## src/rtl/bound_flasher_param.sv

```systemverilog
// Bound flasher: a thermometer LED bar that climbs and falls between two bounds,
// then to full scale, with optional kickback on flick and a prescaled step rate.
module bound_flasher_param #(
   parameter int N   = 16,
   parameter int B1  = 5,
   parameter int B2  = 10,
   parameter int DIV = 1
) (
   input  logic         clk,
   input  logic         rst,
   input  logic         flick,
   input  logic         en,
   input  logic         abort,
   input  logic         repeat_mode,  // "repeat" is a reserved word
   output logic [N-1:0] led,
   output logic         busy,
   output logic [2:0]   phase,
   output logic         done
);

   localparam int LW = $clog2(N + 1);
   localparam int PW = (DIV > 1) ? $clog2(DIV) : 1;

   localparam logic [LW-1:0] L_ZERO = '0;
   localparam logic [LW-1:0] L_ONE  = LW'(1);
   localparam logic [LW-1:0] L_B1   = LW'(B1);
   localparam logic [LW-1:0] L_B2   = LW'(B2);
   localparam logic [LW-1:0] L_N    = LW'(N);
   localparam logic [PW-1:0] P_MAX  = PW'(DIV - 1);

   typedef enum logic [2:0] {
      IDLE = 3'd0,
      UP1  = 3'd1,
      DN1  = 3'd2,
      UP2  = 3'd3,
      DN2  = 3'd4,
      UP3  = 3'd5,
      DN3  = 3'd6
   } state_t;

   state_t          state;
   logic [LW-1:0]   lit;
   logic [PW-1:0]   presc;
   logic            tick;
   logic            kick_pt;
   logic            state_bad;

   function automatic logic [LW-1:0] sat_inc(input logic [LW-1:0] l);
      return (l >= L_N) ? L_N : l + L_ONE;
   endfunction

   function automatic logic [LW-1:0] sat_dec(input logic [LW-1:0] l);
      return (l == L_ZERO) ? L_ZERO : l - L_ONE;
   endfunction

   assign tick      = en && (presc == P_MAX);
   assign kick_pt   = (lit == L_B1) || (lit == L_B2);
   assign state_bad = (state > DN3) || (lit > L_N);

   // Prescaler holds its count while en is low so no step time is lost.
   always_ff @(posedge clk or posedge rst) begin
      if (rst) begin
         presc <= '0;
      end else if (abort) begin
         presc <= '0;
      end else if (en) begin
         presc <= (presc == P_MAX) ? '0 : presc + PW'(1);
      end
   end

   always_ff @(posedge clk or posedge rst) begin
      if (rst) begin
         state <= IDLE;
         lit   <= L_ZERO;
         done  <= 1'b0;
      end else if (abort || state_bad) begin
         state <= IDLE;
         lit   <= L_ZERO;
         done  <= 1'b0;
      end else begin
         done <= 1'b0;
         if (tick) begin
            case (state)
               IDLE: begin
                  if (flick) begin
                     state <= UP1;
                     lit   <= L_ONE;
                  end else begin
                     lit <= L_ZERO;
                  end
               end
               UP1: begin
                  if (lit == L_B1) begin
                     state <= DN1;
                     lit   <= sat_dec(lit);
                  end else begin
                     lit <= sat_inc(lit);
                  end
               end
               DN1: begin
                  if (lit == L_ZERO) begin
                     state <= UP2;
                     lit   <= L_ONE;
                  end else begin
                     lit <= sat_dec(lit);
                  end
               end
               // Kickback outranks the B2 reversal when both fall on one tick.
               UP2: begin
                  if (flick && kick_pt) begin
                     state <= DN1;
                     lit   <= sat_dec(lit);
                  end else if (lit == L_B2) begin
                     state <= DN2;
                     lit   <= sat_dec(lit);
                  end else begin
                     lit <= sat_inc(lit);
                  end
               end
               DN2: begin
                  if (lit == L_B1) begin
                     state <= UP3;
                     lit   <= L_B1 + L_ONE;
                  end else begin
                     lit <= sat_dec(lit);
                  end
               end
               UP3: begin
                  if (flick && kick_pt) begin
                     state <= DN2;
                     lit   <= sat_dec(lit);
                  end else if (lit == L_N) begin
                     state <= DN3;
                     lit   <= L_N - L_ONE;
                  end else begin
                     lit <= sat_inc(lit);
                  end
               end
               DN3: begin
                  if (lit == L_ZERO) begin
                     done <= 1'b1;
                     if (repeat_mode) begin
                        state <= UP1;
                        lit   <= L_ONE;
                     end else begin
                        state <= IDLE;
                        lit   <= L_ZERO;
                     end
                  end else begin
                     lit <= sat_dec(lit);
                  end
               end
               default: begin
                  state <= IDLE;
                  lit   <= L_ZERO;
               end
            endcase
         end
      end
   end

   for (genvar g = 0; g < N; g++) begin : g_led
      assign led[g] = (lit > LW'(g));
   end

   assign busy  = (state != IDLE);
   assign phase = state;

endmodule

```

## config.mk

```make
export PLATFORM = sky130hd
export DESIGN_NAME = bound_flasher_param
export DESIGN_NICKNAME = d
export VERILOG_FILES = /design/src/rtl/bound_flasher_param.sv
export SDC_FILE = /design/constraint.sdc
export NUM_CORES = 1
export LEC_CHECK = 0
export ABC_AREA = 1
export CAP_MARGIN = 20
export CORE_MARGIN = 2
export CORE_UTILIZATION = 52
export CTS_BUF_LIST = sky130_fd_sc_hd__clkbuf_8 sky130_fd_sc_hd__clkbuf_16
export CTS_CLUSTER_SIZE = 14
export DETAILED_ROUTE_END_ITERATION = 16
export PLACE_DENSITY = 0.9
export SYNTH_ARGS = -nofsm -noshare
export SYNTH_HDL_FRONTEND = slang
export SYNTH_SLANG_ARGS = --single-unit
```

## constraint.sdc

```tcl
create_clock -name clk -period 2.5 [get_ports clk]
set_clock_uncertainty 0.15 [all_clocks]
set_input_delay 0.25 -clock clk [delete_from_list [all_inputs] [get_ports clk]]
set_output_delay 0.25 -clock clk [all_outputs]
set_load 0.01 [all_outputs]
```

==> results.cfg, run 1 <==
[run_status]
outcome = finished, final reports clean

[floorplanning]
dieArea_um2 = 3030
ios = 27
core_area_um2 = 2480
start_util_pct = 54.6
row_count = 18
die_h_um = 55.0
die_width_um = 55.0

[sta]
whs_ns = 0.120
worst_pin_slew_ns = 0.494
slew_headroom_pct = 67.1
setup_viol = 0
timing.final.crit_period_ns = 2.36
rsz0062_at_grt = no
slew_violations = 0
hold_viol_final = 0
setup_tns_ns = 0
fmax_ghz = 0.423
timing.final.crit_share_pct = 94.6

[final_layout]
areaGrowthSynthToFinish_pct = 22.6
final_net_count = 262
diodes = 0
drive_gt1_share_pct = 17.6
final_core_util_pct = 67.0

[setup_path]
path_class = register to output port
worstSetupStartpointType = register
path_buf_inv = 2
crit_slowest_cell = clkdlybuf4s50_1
crit_chain = ha_1 > inv_1 > nor2_1 > ha_1 > a21oi_1 > clkdlybuf4s50_1
regToRegEndpoint = lit[1]
crit_arrival_ns = 1.96
critical_path.max_stage_delay_ns = 0.54
required_ns = 2.10
ff2ff_path_depth = 13
r2r_setup_slack_ns = 0.47
end_kind = output port
crit_top_cell = ha_1
cp_max_fo = 10
crit_family = buffers and inverters
r2r-start = lit[0]

[synth]
synth_seq_cells = 9
avgSynthCellArea_um2 = 6.04
synth.area.top_cells = nand2_1 21%, dfrtp_1 17%, nor2_1 6.1%, inv_1 5.5%, nand3_1 5.2%
synthesis.nets = 235
ys_types = 33
synthesis.area_um2 = 1350
seq_area_frac_synth_pct = 16.6
synth_top_area_share_pct = 21.3
synth_cells = 224
yosys.area.top_type = nand2_1
yosys_warnings = 0

[global_routing]
grt.overflow.total = 0
grt_pass1_wl_mm = 5.82
antenna_found_initial = 0
grt_pass1_vias = 1310
grtUsageTotal_pct = 26.6
grt_max_degree = 13

[cts]
post_cts_buffers = 0
clk_pin_slew_ns = 0.05
post_cts_resized = 0
cts-root-buf = clkbuf_8
clockBufferDepth = 2
tritoncts = built
cts_hold_buffers = 0
numClockSinks = 9
cts_made_buffers = 3
h-tree-depth = 1
insertion_delay_ns = 0.23

[route]
drt-vias-per-instance = 5.34
ant_nets = 0
wl_per_cell_um = 12.2
dr_wl_met2_mm = 1.69
drt-total-wl_mm = 3.42
dr.pass1.iters = 7
topRoutingLayerUsed = met4
wl_met1_mm = 1.44
vias = 1494
wl_met3_um = 244
post-route-drc-count = 0
dr.first_iter.drc_count = 46

[power]
total_power_mw = 1.31
sw_frac_of_total_pct = 50.1
p_int_mw = 0.652
power_leakage_nw = 0.906
vdd_drop_max_mv = 0.773
cellPowerDensity_nw_per_um2 = 787
power_frac_comb_pct = 67.6
pwr-share-clk_pct = 12.6
p_seq_share_pct = 19.8
power_switching_mw = 0.655

[worst_hold_path]
holdCritPathClass = input pin to async pin

[placed_design]
place.gp.congestion = 0.923
dpl.hpwl_mm = 2.69
io_buffers = 26

[flow_run]
maxCapViolCount = 0
## layout by cell type, fill, tap and decap left out
master	count
clkinv_1	1
nand2_4	2
nand2_1	77
and3_1	1
nor2_8	2
clkinv_4	1
nand3_2	4
clkbuf_8	3
nor4_1	1
nor3_1	1
a21oi_2	1
o21ai_0	14
inv_2	10
nor2_2	1
a21oi_1	9
clkdlybuf4s50_1	26
nand3b_4	1
o31ai_1	1
nor2_4	5
nand3_4	1
dfrtp_2	2
ha_1	5
nand3b_1	1
o21bai_1	1
dfrtp_1	7
o22ai_1	1
inv_1	21
a31oi_1	1
or2_2	1
nand3_1	14
o21ai_1	2
buf_4	2
nor2_1	22
nand2_2	8
## power groups by stage
stage | Combinational (mW) | Clock, mW | Sequential [mW]
final | 0.884 | 0.165 | 0.258
after global routing | 0.998 | 0.178 | 0.263
after CTS | 0.881 | 0.166 | 0.254
after detailed placement | 0.874 | 0 | 0.254
after global placement | 0.859 | 0 | 0.252
after floorplan | 0.640 | 0 | 0.217
## cell families after synthesis
logic type,after synthesis,share of synthesized area [%]
adders and majority gates,5,4.62
and+or+nand+nor,142,53.6
AOI/OAI and AO/OA,30,11.9
buffers and inverters,38,13.2
DFF,9,16.6
## per-layer routing
metal	GRT usage, %	up-vias
met1	32.6	652
met3	5.11	10
li1	-	756
met4	4.47	0
met2	48.6	76
met5	0	-
## registers in the layout, summed over array words and instances, names as in the netlist
register,cells
done,1
lit,5
phase,3
## stage by stage
step	instance area, um2	std cells	setup WS, ns
final	1660	280	0.136
after global routing	1660	280	0.0163
after CTS	1660	280	0.0917
after detailed placement	1610	276	0.352
after global placement	1610	276	0.384
after floorplan	1350	224	0.685
## Yosys cell counts (all sizes together)
master and count:
nand3 19, a31oi 1, dfrtp 9, o22ai 1
or2 1, o21bai 1, nor4 1, inv 30
nor2 30, ha 5, buf 6, o31ai 1
clkinv 2, and3 1, o21ai 16, nand3b 2
nor3 1, a21oi 10, nand2 87
## how the worst max path moves through the flow
stage | startpoint | end | depth (start not counted)
finish | lit[0] | led[15] | 6
global route | lit[0] | led[15] | 6
CTS | lit[0] | led[15] | 6
detailed placement | lit[0] | led[15] | 6
global placement | lit[1] | led[13] | 5
floorplan | lit[0] | lit[1] | 14
## final cells by class
cell class | count | area, um2
inverters | 32 | 125
repair buffers | 28 | 275
clock buffers | 3 | 41.3
multi-input cells | 177 | 950
fillers | 237 | 817
clock inverters | 1 | 3.75
flip-flops and latches | 9 | 228
well taps | 30 | 37.5
Note: power is estimated with default switching activity, not from simulation.
==> run 2, diff against run 1 <==
--- a/config.mk
+++ b/config.mk
@@ -12,6 +12,7 @@
 export CTS_BUF_LIST = sky130_fd_sc_hd__clkbuf_8 sky130_fd_sc_hd__clkbuf_16
 export CTS_CLUSTER_SIZE = 14
 export DETAILED_ROUTE_END_ITERATION = 16
+export GPL_TIMING_DRIVEN = 1
 export PLACE_DENSITY = 0.9
 export SYNTH_ARGS = -nofsm -noshare
 export SYNTH_HDL_FRONTEND = slang
==> results of run 2 <==
The final DEF is identical to that of run 1; final timing and power are the same.
==> run 3, diff against run 2 <==
--- a/config.mk
+++ b/config.mk
@@ -8,12 +8,12 @@
 export ABC_AREA = 1
 export CAP_MARGIN = 20
 export CORE_MARGIN = 2
-export CORE_UTILIZATION = 52
+export CORE_UTILIZATION = 56
 export CTS_BUF_LIST = sky130_fd_sc_hd__clkbuf_8 sky130_fd_sc_hd__clkbuf_16
 export CTS_CLUSTER_SIZE = 14
 export DETAILED_ROUTE_END_ITERATION = 16
 export GPL_TIMING_DRIVEN = 1
-export PLACE_DENSITY = 0.9
+export PLACE_DENSITY = 0.95
 export SYNTH_ARGS = -nofsm -noshare
 export SYNTH_HDL_FRONTEND = slang
 export SYNTH_SLANG_ARGS = --single-unit
==> constraint.sdc (replaced) <==
create_clock -name clk -period 3 [get_ports clk]
set_clock_uncertainty 0.15 [all_clocks]
set_input_delay 0.3 -clock clk [delete_from_list [all_inputs] [get_ports clk]]
set_output_delay 0.3 -clock clk [all_outputs]
set_load 0.01 [all_outputs]
==> run 3 against run 2 <==
Net effect: first-iteration DRC count grew 6.5%; final cell count shrank 1.4%; critical path depth shrank 1; utilization grew 5.7 points; global-route usage grew 0.28 points; combinational power shrank 17%; flip-flop and latch count is the same; clock power shrank 16%; setup slack gained 0.36 ns; critical endpoint is now led[13].
==> results.cfg, run 3 (synthesis results as in run 1) <==
[run_status]
outcome = finished, final reports clean

[placed_design]
io_buffers = 26
place.gp.congestion = 0.942
dpl.hpwl_mm = 2.67
post-place-cells = 272

[floorplanning]
start_util_pct = 60.0
row_count = 17
dieArea_um2 = 2830
ios = 27
die_width_um = 53.2
core_area_um2 = 2250
die_h_um = 53.2

[sta]
whs_ns = 0.180
fmax_ghz = 0.399
hold_viol_final = 0
timing.final.crit_period_ns = 2.50
timing.final.crit_share_pct = 83.5
setup_tns_ns = 0
slew_headroom_pct = 64.0
setup_viol = 0
slew_violations = 0
rsz0062_at_grt = no
worst_pin_slew_ns = 0.540

[power]
p_int_mw = 0.539
sw_frac_of_total_pct = 50.4
vdd_drop_max_mv = 0.458
cellPowerDensity_nw_per_um2 = 662
power_frac_comb_pct = 67.3
power_switching_mw = 0.547
power_leakage_nw = 0.898
pwr-share-clk_pct = 12.7
p_seq_share_pct = 20.0

[setup_path]
worstSetupStartpointType = register
end_kind = output port
required_ns = 2.55
crit_arrival_ns = 2.05
cp_max_fo = 7
path_class = register to output port

[final_layout]
regMostFlops = lit
stdcell_count = 276
areaGrowthSynthToFinish_pct = 21.2
layout_commonest_cell = nand2_1
mostFrequentLayoutCells = 77 x nand2_1, 26 x clkdlybuf4s50_1, 22 x nor2_1
diodes = 0
largest_register_ffs = 5
drive_gt1_share_pct = 16.1
final_net_count = 260

[cts]
clk_pin_slew_ns = 0.05
cts_made_buffers = 3
tritoncts = built
post_cts_buffers = 0
cts-root-buf = clkbuf_8
clockBufferDepth = 2
insertion_delay_ns = 0.23
post_cts_resized = 0
cts_hold_buffers = 0
numClockSinks = 9
h-tree-depth = 1

[global_routing]
grt.overflow.total = 0
grt_max_degree = 13
grtUsageTotal_pct = 26.9
grt_pass1_vias = 1334
grt_pass1_wl_mm = 5.61
antenna_found_initial = 0

[route]
drt-total-wl_mm = 3.32
dr.first_iter.drc_count = 49
post-route-drc-count = 0
drt-vias-per-instance = 5.45
wl_per_cell_um = 12.0
ant_nets = 0
dr.pass1.iters = 4
vias = 1504

[flow_run]
maxCapViolCount = 0

[worst_hold_path]
holdCritPathClass = input pin to async pin
[run 3: cell types whose count changed in the layout (fill, tap and decap cells not counted), sizes merged]
cell and change:
buf -2
[run 3: per-layer routing]
layer / global-route usage (%) / up-vias / part of all wire, %
li1: - / 747 / -
met1: 31.8 / 671 / 39
met2: 47.5 / 72 / 49
met3: 4.80 / 14 / 7.6
met4: 10.7 / 0 / 3.5
met5: 0 / - / 0
[run 3: area by class of cell]
type,instances,area (um2)
Multi-Input combinational cell,177,950
Fill cell,188,614
Timing Repair Buffer,26,260
Sequential cell,9,225
Inverter,32,125
Clock buffer,3,41.3
Tap cell,28,35.0
Clock inverter,1,3.75
[run 3: path summary, 6_finish.rpt]
path | start | end | slack [ns] | cells past startpoint
max | lit[1] | led[13] | 0.50 | 5
min | rst | lit[1] | 0.18 | 2
max reg2reg | lit[0] | lit[1] | 0.91 | 13
min reg2reg | phase[1] | phase[1] | 0.48 | 2
max in group asynchronous | rst | lit[2] | 2.27 | 2
min in group clk | phase[1] | phase[1] | 0.48 | 2
[run 3: worst max-delay path: stages, from the launching register on]
cell and delay (ns):
dfrtp_1 0.46, inv_1 0.12, ha_1 0.21, or2_2 0.32, o21ai_0 0.15, clkdlybuf4s50_1 0.55
[run 3: power by group through the flow]
stage | Clock [mW] | Combinational (mW) | Sequential, mW
2_1_floorplan | 0 | 0.534 | 0.180
3_3_place_gp | 0 | 0.710 | 0.218
3_5_place_dp | 0 | 0.721 | 0.218
4_1_cts | 0.139 | 0.726 | 0.217
5_1_grt | 0.145 | 0.807 | 0.223
6_report | 0.138 | 0.731 | 0.217
[run 3: metrics by stage]
step / power, mW / setup WS (ns) / util (%) / instance area, um2
finish: 1.09 / 0.496 / 72.8 / 1640
global route: 1.17 / 0.406 / 72.8 / 1640
CTS: 1.08 / 0.502 / 72.8 / 1640
detailed placement: 0.938 / 0.755 / 70.8 / 1600
global placement: 0.928 / 0.784 / 70.8 / 1600
floorplan: 0.714 / 1.18 / - / 1350
